## src/rtl/collision_pkg.sv

```systemverilog
// Shared types and elaboration helpers for the collision sweep engine.
// POSITION_WIDTH sets the coordinate width; it defaults to 16 bits when not defined.
`ifndef POSITION_WIDTH
`define POSITION_WIDTH 16
`endif

package collision_pkg;

  localparam int PW = `POSITION_WIDTH;

  typedef logic [1:0] state_t;
  localparam state_t ST_IDLE  = 2'd0;
  localparam state_t ST_SWEEP = 2'd1;
  localparam state_t ST_FLUSH = 2'd2;

  typedef struct packed {
    logic [PW-1:0] x1;
    logic [PW-1:0] y1;
    logic [PW-1:0] x2;
    logic [PW-1:0] y2;
  } box_t;

  // Number of unordered pairs (a,b), a<b, among n slots.
  function automatic int pair_count(input int n);
    return (n * (n - 1)) / 2;
  endfunction

  // Bits needed to hold values 0..n-1 (at least one bit).
  function automatic int idx_width(input int n);
    int w;
    w = 1;
    for (int i = 1; i < 32; i++) begin
      if ((1 << w) < n) w = i + 1;
    end
    return w;
  endfunction

endpackage

```

## src/rtl/aabb_collision.sv

```systemverilog
// Axis-aligned bounding-box overlap test between two boxes (x1,y1) .. (x2,y2).
module aabb_collision
  import collision_pkg::*;
(
  input  box_t i_a,
  input  box_t i_b,
  output logic o_overlap
);

  // Strict inequalities: boxes that only share an edge or a corner do not overlap.
  assign o_overlap = (i_a.x1 < i_b.x2) && (i_b.x1 < i_a.x2) &&
                     (i_a.y1 < i_b.y2) && (i_b.y1 < i_a.y2);

endmodule

```

## src/rtl/collision_sweep.sv

```systemverilog
// Brute-force pairwise collision sweep over a small register table of boxes.
// Define COLLISION_PAIR_STREAM_EN to add the pair_* hit stream with back-pressure.
module collision_sweep
  import collision_pkg::*;
#(
  parameter int NUM_OBJ = 8,
  parameter int IDX_W   = 3
)
(
  input  logic               clk,
  input  logic               rst_n,
  input  logic               wr_en,
  input  logic [IDX_W-1:0]   wr_idx,
  input  logic [PW-1:0]      wr_x1,
  input  logic [PW-1:0]      wr_y1,
  input  logic [PW-1:0]      wr_x2,
  input  logic [PW-1:0]      wr_y2,
  input  logic               wr_active,
  input  logic               start,
  output logic               busy,
  output logic               done,
  output logic [NUM_OBJ-1:0] hit_mask
`ifdef COLLISION_PAIR_STREAM_EN
  ,
  output logic               pair_valid,
  input  logic               pair_ready,
  output logic [IDX_W-1:0]   pair_a,
  output logic [IDX_W-1:0]   pair_b
`endif
);

  localparam int PAIRS = pair_count(NUM_OBJ);
  localparam int CNT_W = idx_width(PAIRS);

  box_t               r_box [NUM_OBJ];
  logic [NUM_OBJ-1:0] r_active;
  state_t             r_state;
  logic [IDX_W-1:0]   r_a;
  logic [IDX_W-1:0]   r_b;
  logic [CNT_W-1:0]   r_cnt;
  logic [NUM_OBJ-1:0] r_hit_mask;

  logic w_stall;
  logic w_drained;
  logic w_issue;
  logic w_last;
  logic w_overlap;
  logic w_hit;

  assign busy     = (r_state != ST_IDLE);
  assign hit_mask = r_hit_mask;
  assign w_issue  = (r_state == ST_SWEEP) && !w_stall;
  assign w_last   = (r_cnt == CNT_W'(PAIRS - 1));
  assign w_hit    = w_issue && w_overlap && r_active[r_a] && r_active[r_b];
  assign done     = (r_state == ST_FLUSH) && w_drained;

  // NOTE: the table is reset entry by entry because a cleared table is part of the
  // defined reset state; this forces flops rather than a RAM macro, which is fine at this size.
  always_ff @(posedge clk or negedge rst_n) begin
    if (!rst_n) begin
      for (int i = 0; i < NUM_OBJ; i++) r_box[i] <= '0;
      r_active <= '0;
    end else if (wr_en && (r_state == ST_IDLE)) begin
      r_box[wr_idx]    <= '{x1: wr_x1, y1: wr_y1, x2: wr_x2, y2: wr_y2};
      r_active[wr_idx] <= wr_active;
    end
  end

  aabb_collision u_cmp (
    .i_a       (r_box[r_a]),
    .i_b       (r_box[r_b]),
    .o_overlap (w_overlap)
  );

  // NOTE: all state updates use non-blocking assignments so every flop samples
  // the pre-edge values of the others, independent of statement order.
  always_ff @(posedge clk or negedge rst_n) begin
    if (!rst_n) begin
      r_state    <= ST_IDLE;
      r_a        <= '0;
      r_b        <= IDX_W'(1);
      r_cnt      <= '0;
      r_hit_mask <= '0;
    end else begin
      case (r_state)
        ST_IDLE: begin
          if (start) begin
            r_state    <= ST_SWEEP;
            r_a        <= '0;
            r_b        <= IDX_W'(1);
            r_cnt      <= '0;
            r_hit_mask <= '0;
          end
        end
        ST_SWEEP: begin
          if (w_issue) begin
            if (w_hit) begin
              r_hit_mask <= r_hit_mask | (NUM_OBJ'(1) << r_a) | (NUM_OBJ'(1) << r_b);
            end
            r_cnt <= r_cnt + CNT_W'(1);
            // Row-major walk of the upper triangle: b wraps to a+2 when a advances.
            if (r_b == IDX_W'(NUM_OBJ - 1)) begin
              r_a <= r_a + IDX_W'(1);
              r_b <= r_a + IDX_W'(2);
            end else begin
              r_b <= r_b + IDX_W'(1);
            end
            if (w_last) r_state <= ST_FLUSH;
          end
        end
        ST_FLUSH: begin
          if (w_drained) r_state <= ST_IDLE;
        end
        default: r_state <= ST_IDLE;
      endcase
    end
  end

`ifdef COLLISION_PAIR_STREAM_EN
  logic             r_pv;
  logic [IDX_W-1:0] r_pa;
  logic [IDX_W-1:0] r_pb;

  // A held word stalls issue, so a new hit can only load the buffer when it is
  // empty or transferring in the same cycle; nothing is dropped or repeated.
  assign w_stall   = r_pv && !pair_ready;
  assign w_drained = !r_pv || pair_ready;

  always_ff @(posedge clk or negedge rst_n) begin
    if (!rst_n) begin
      r_pv <= 1'b0;
      r_pa <= '0;
      r_pb <= '0;
    end else if (w_hit) begin
      r_pv <= 1'b1;
      r_pa <= r_a;
      r_pb <= r_b;
    end else if (pair_ready) begin
      r_pv <= 1'b0;
    end
  end

  assign pair_valid = r_pv;
  assign pair_a     = r_pa;
  assign pair_b     = r_pb;
`else
  assign w_stall   = 1'b0;
  assign w_drained = 1'b1;
`endif

endmodule

```

## config.mk

```make
export PLATFORM = sky130hd
export DESIGN_NAME = collision_sweep
export DESIGN_NICKNAME = d
export VERILOG_FILES = /design/src/rtl/collision_pkg.sv /design/src/rtl/aabb_collision.sv /design/src/rtl/collision_sweep.sv
export SDC_FILE = /design/constraint.sdc
export NUM_CORES = 1
export LEC_CHECK = 0
export BUFFER_PORTS_ARGS = -buffer_cell sky130_fd_sc_hd__buf_2
export CAP_MARGIN = 20
export CORE_MARGIN = 5
export CORE_UTILIZATION = 56
export DETAILED_ROUTE_END_ITERATION = 16
export PLACE_DENSITY_LB_ADDON = 0.12
export SLEW_MARGIN = 40
export SYNTH_ARGS = -nofsm -noshare
export SYNTH_HDL_FRONTEND = slang
export SYNTH_SLANG_ARGS = --single-unit
```

## constraint.sdc

```tcl
create_clock -name clk -period 9.3 [get_ports clk]
set_input_delay 0.93 -clock clk [delete_from_list [all_inputs] [get_ports clk]]
set_output_delay 0.93 -clock clk [all_outputs]
set_load 0.02 [all_outputs]
```

## After elaboration in Yosys (flattened, before gate mapping)

Cells that the tools add are included.

- Register bits: 541
- Bits of input ports: 72
- Output and inout port bits: 10
- Word-level logic and storage cells: 115

- $add $sub $neg: 4
- Magnitude comparators: 12
- Equality and inequality tests: 8
- Shift-type cells: 2
- Mux-type cells: 30
- Bitwise logic cells: 5
- Reductions and logical operators: 16

Operator list:

| operator | count |
|---|---|
| $bwmux 512 | 1 |
| $bmux 64 s3 | 2 |
| $mux 64 | 5 |
| $demux 64 s3 | 1 |
| $lt 16x16->1 | 4 |
| $mux 8 | 2 |
| $or 8x8->8 | 2 |
| $pmux 8 s2 | 1 |
| $shl 1x3->8 const A | 2 |
| $ge 4x4->1 const B | 3 |
| $lt 3x4->1 const B | 3 |
| $mux 3 | 4 |
| $not 3->4 | 3 |
| $pmux 3 s2 | 2 |
| $pmux 5 s2 | 1 |
| $logic_and 1x1->1 | 9 |
| $bwmux 8 | 1 |
| $add 3x1->3 const B | 2 |
| $bmux 1 s3 | 2 |
| $ne 2x1->1 const B | 3 |
| $reduce_and 3->1 | 2 |
| $add 5x1->5 const B | 1 |
| $eq 5x5->1 const B | 1 |
| $mux 5 | 1 |
| 14 further kinds | 19 |

## Depth between registers and ports, before layout

- Word-level depth: 13
- Gate-level depth with buffers: 15
- Gate-level depth less buffers: 10

## By module

Synthesis repeated with hierarchy kept, for this count alone.

- Cells, all modules: 2182
- Area, all modules: 29676.0 sq um

Modules (own cells, without submodules):

| module | times used | cells an instance | area an instance (sq um) | sequential area each (sq um) |
|---|---|---|---|---|
| collision_sweep | 1 | 1966 | 28177.0 | 13539.2 |
| aabb_collision | 1 | 216 | 1498.9 | 0.0 |

## Least setup slack after synthesis

Ideal clock, no wire load.

- Path kind: register to register
- From: reg r_b[0]
- To: reg r_hit_mask[3], in the netlist hit_mask[3]
- Library setup time: 76 ps
- Data arrival time: 4374 ps
- Required time: 9224 ps
- Path slack: 4849 ps
- Stages on the path, launching flop included: 14
- Buffers on the path: 5
- Clock period less this slack: 4451 ps
- Cells stage by stage: dfstp_2 > buf_4 > buf_6 > clkbuf_1 > buf_1 > mux4_2 > mux2i_1 > ha_1 > a221oi_2 > nand3_1 > or4b_2 > or4_1 > buf_4 > o21ai_2

- Cells in the longest elaborated chain, start to end: 13
- Elaborated cells between the ends (all ways): 22
- Those cells by class: 4 x order compare; 1 x eq/ne; 1 x shift; 7 x mux; 2 x bitwise; 7 x reduce/logical

RTL lines:

| element | RTL line | text |
|---|---|---|
| start, declared | collision_sweep.sv:39 | `logic [IDX_W-1:0] r_b;` |
| start signal, assigned | collision_sweep.sv:104 | `r_b <= r_a + IDX_W'(2);` |
| start signal, assigned | collision_sweep.sv:106 | `r_b <= r_b + IDX_W'(1);` |
| $not 3->4 (not written as such) | collision_sweep.sv:71 | `.i_b (r_box[r_b]),` |
| $bmux 64 s3 | collision_sweep.sv:71 |  |
| $mux 64 (not written as such) (2 in series) | collision_sweep.sv:71 |  |
| $lt 16x16->1 | aabb_collision.sv:11 | `assign o_overlap = (i_a.x1 < i_b.x2) && (i_b.x1 < i_a.x2) &&` |
| $logic_and 1x1->1 (2 in series) | aabb_collision.sv:11 |  |
| $logic_and 1x1->1 | aabb_collision.sv:12 | `(i_a.y1 < i_b.y2) && (i_b.y1 < i_a.y2);` |
| $logic_and 1x1->1 (3 in series) | collision_sweep.sv:54 | `assign w_hit = w_issue && w_overlap && r_active[r_a] && r_active[r_b];` |
| $ne 2x1->1 (no source line) | - |  |
| $reduce_and 3->1 (no source line) | - |  |
| end signal, assigned | collision_sweep.sv:98 | `r_hit_mask <= r_hit_mask \| (NUM_OBJ'(1) << r_a) \| (NUM_OBJ'(1) << r_b);` |
| end, declared | collision_sweep.sv:41 | `logic [NUM_OBJ-1:0] r_hit_mask;` |

Parallel ways exist; a longest one is shown, timed or not. The select of a mux whose other input is x is not followed.
A chain may end at the register's enable or synchronous reset.

## Worst setup path in the final report

- From: reg r_b[1]
- To: reg r_hit_mask[6], in the netlist hit_mask[6]

The elaborated chain is that of the path after synthesis.

==> impl_results.md <==
- Slowest cell on the critical path: dfrtp_4
- Number of antenna violations at the first check in global routing: 7
- Via count of the routed design: between 15000 and 20000
- Hold-fix buffers, CTS: 0
- Type of destination of the critical path: register
- Pin count of the biggest net entering global routing: 138
- Portion of the post-synthesis area used by sequential elements: 0.464
- Post-layout nets: roughly 2200
- Buffers inserted during post-CTS setup optimization: 0
- Clock latency of the later-clocked register in the worst-skew pair: between 0.6 and 0.7 ns
- Library cells used by synthesis: 44
- Cell at the root of the clock tree: clkbuf_16
- Crit-path cells: buf_4, mux4_2, mux2i_1, ha_1, nand4_1, nor4_1, a21oi_1, or4b_2, or4_1, o21ai_2
- Clock-pin slew on the worst setup and hold paths: 0.07 ns
- Signed area change from the synthesized netlist to the final layout: 11.2%
- Sink Count: 541
- Synth Warn #: 0
- Final Hold Fails: 0
- Floorplan die width: about 240 µm
- CP Depth: 10
- Number of fillers in the final layout: 3865
- Cell total after placement: 2625
- Leading post-synthesis cells by cell area: dfrtp_1 (46%), mux2_2 (20%), mux4_2 (20%), ha_1 (3.1%), nand2_1 (2.8%)
- Mapped Avg Cell Area: between 10 and 15 µm²
- Final-layout setup total negative slack: 0 ns
- FFs w/ async S/R, synth: 1.00
- Max Freq: between 150 and 200 MHz
- Standard-cell row count: 83
- Number of standard cells in the final layout excluding fillers: between 2000 and 3000
- IO Count: between 80 and 90
- Largest stage delay on the critical path: about 0.9 ns
- Net switching power figure: about 4.1 mW
- Count of flip-flops with a built-in enable after synthesis: 0
- Sum of buffers and inverters on the critical path: 1
- Yosys top cell area share: 0.463
- Static Leakage: between 15 and 20 nW
- Cell accounting for the most synthesized area: dfrtp_1
- Global route total overflow: 0
- Endpoint arrival time on the critical path: between 5 and 6 ns
- Worst vdd ir: roughly 230 µV
- Average detailed-routed wire length per instance: ~27 µm
- Initial Utilization: 0.567
- Worst Skew: around 0.015 ns
- Synth Cell Area: ~29000 µm²
- Final Setup Violations: 0
- Worst slew margin: 0.308
- Synthesized netlist net count: ~2100
- Ratio of routed vias to standard cells: about 6.5
- CP delay by family, top: simple AND/OR/NAND/NOR gates
- CTS tree: done
- First-pass GRT wire length: 117 mm
- Part of the power in registers: 0.346
- Worst setup slack before clock tree synthesis: 4.34 ns
- Number of synthesized register bits: approximately 540
- Detailed Place HPWL: between 40 and 50 mm
- Synthesized netlist cell count: 1978
- Iter 0 DRT Violations: between 1000 and 1500
- Power density of the placed cells: ~360 nW/µm²
- Shortest clock period the worst path allows after layout: roughly 5 ns
- Internal Power: around 7.5 mW
- Area enclosed by the die boundary: around 57000 µm²
- Total of cells resized after clock tree synthesis: 0
- Startpoint types: register
- H-tree depth: 2
- Core box area: roughly 50000 µm²
- Transition time at the pin with the least slew margin: roughly 1.0 ns
- Global Route Usage Sum: 0.270
- Result of the run: completed
- Switching part of the total power: 0.354
- Number of maximum-capacitance constraint violations: 0
- Post-layout worst setup margin: 4.28 ns
- CP required: 9.83 ns
- Via count of the first global-routing pass: 19200
- Final number of max-transition violations: 0
- Combinational Power Share: 0.434
- CTS buffer count: between 50 and 60
- Worst hold-check path type: input port to async pin
- Main flop type after synthesis: dfrtp_1
- Sum of routed wire length over all layers: between 70 and 80 mm
- Period utilization: 0.540
- Max Root-Sink Buffers: 3
- Number of buffers inserted by port buffering: between 80 and 90
- Portion of total power attributed to the clock network: 0.220
- Unrepaired setup endpoints after global routing: false
- Worst setup path class: register to register
- Power consumption: 11.5 mW
- Slack of the worst reg-to-reg path: ~4.3 ns
- Ratio of cells with drive above 1 in the final layout: 0.493
- # DRC: 0
- Vertical extent of the die: about 240 µm
- Worst Reg-to-Reg Cells: 10
- Detailed-router iteration count before antenna repair: 5
- Global placer's final weighted congestion: ~0.82
- Worst-path fanout max: 51
- Count of antenna-violating nets left after detailed routing: 0
layout by cell type, fill, tap and decap left out, types with 17 or more instances in the layout:
cell type / synthesis / final
dfrtp_1: 540 / 535
ha_1: 73 / 73
mux4_2: 258 / 258
a21oi_1: 20 / 20
mux2_2: 524 / 524
clkbuf_16: 0 / 59
nand2_1: 217 / 211
mux2i_1: 68 / 68
nand3_1: 17 / 17
buf_2: 14 / 80
per-stage QoR:
step                utilization  hold WS [ns]  instance area [µm²]
finish                    0.630         0.206                32500
floorplan                     -         0.472                29200
CTS                       0.629         0.198                32400
detailed placement        0.588         0.470                30300
global route              0.630         0.219                32500
global placement          0.586         0.459                30200
final cells by class:
cell class                      instances  area [µm²]  area share
Timing Repair Buffer                  112         802      0.0247
Inverter                                8        32.5     0.00100
Antenna cell                            5        12.5    0.000386
Multi-Input combinational cell       1286       15100       0.466
Sequential cell                       541       13600       0.418
Tap cell                              680         851      0.0262
Clock inverter                         24         432      0.0133
Clock buffer                           84        1660      0.0512
logic make-up (layout without fill, tap and decap cells):
kind of cell | count (synthesis) | in the layout | share of synthesized area
multiplexers | 850 | 850 | 0.425
adder cells (fa/ha/maj) | 73 | 73 | 0.0313
flip-flops | 541 | 541 | 0.464
buffers and inverters | 151 | 228 | 0.0205
AO/OA/AOI/OAI | 78 | 78 | 0.0183
AND/OR/NAND/NOR | 283 | 283 | 0.0409
other | 0 | 5 | 0
XOR/XNOR | 2 | 2 | 0.000600
state kept, by name, summed over array words and instances (netlist names):
name	cells
r_box	512
hit_mask	8
r_active	8
r_cnt	5
r_a	3
r_b	3
r_state	2
power groups by stage:
stage	combinational [mW]	sequential (mW)	clock (mW)
after detailed placement	5.01	4.01	0
final	5.01	3.99	2.54
after global routing	5.41	4.11	2.68
after CTS	5.03	3.98	2.59
after floorplan	3.83	3.69	0
after global placement	4.90	3.93	0
Yosys cell counts (all sizes together) (8+ instances only):
cell	n
a21o	10
a21oi	20
buf	46
clkbuf	97
dfrtp	540
ha	73
inv	8
mux2	524
mux2i	68
mux4	258
nand2	217
nand3	17
nand4	16
nor2	10
o21ai	23
worst reg2reg max path: stages, from the launching register on:
cell and delay (ns):
dfrtp_4 0.90, buf_4 0.78, mux4_2 0.50, mux2i_1 0.31
ha_1 0.33, nand4_1 0.16, nor4_1 0.12, a21oi_1 0.19
or4b_2 0.61, or4_1 0.79, o21ai_2 0.25
metal layers:
metal	wire length, µm	GRT usage	vias to the layer above
met5	9	0	-
met4	2930	0.105	2
met3	3370	0.0379	122
met2	37300	0.444	450
met1	31500	0.369	9501
li1	-	-	7655
final timing paths:
path	startpoint	end
worst max-delay path	r_b[1]	hit_mask[6]
worst min-delay path	rst_n	r_box[505]
worst max register to register	r_b[1]	hit_mask[6]
worst min register to register	hit_mask[3]	hit_mask[3]
max in group asynchronous	rst_n	r_box[100]
min in group clk	hit_mask[3]	hit_mask[3]
Note: power is estimated with default switching activity, not from simulation.
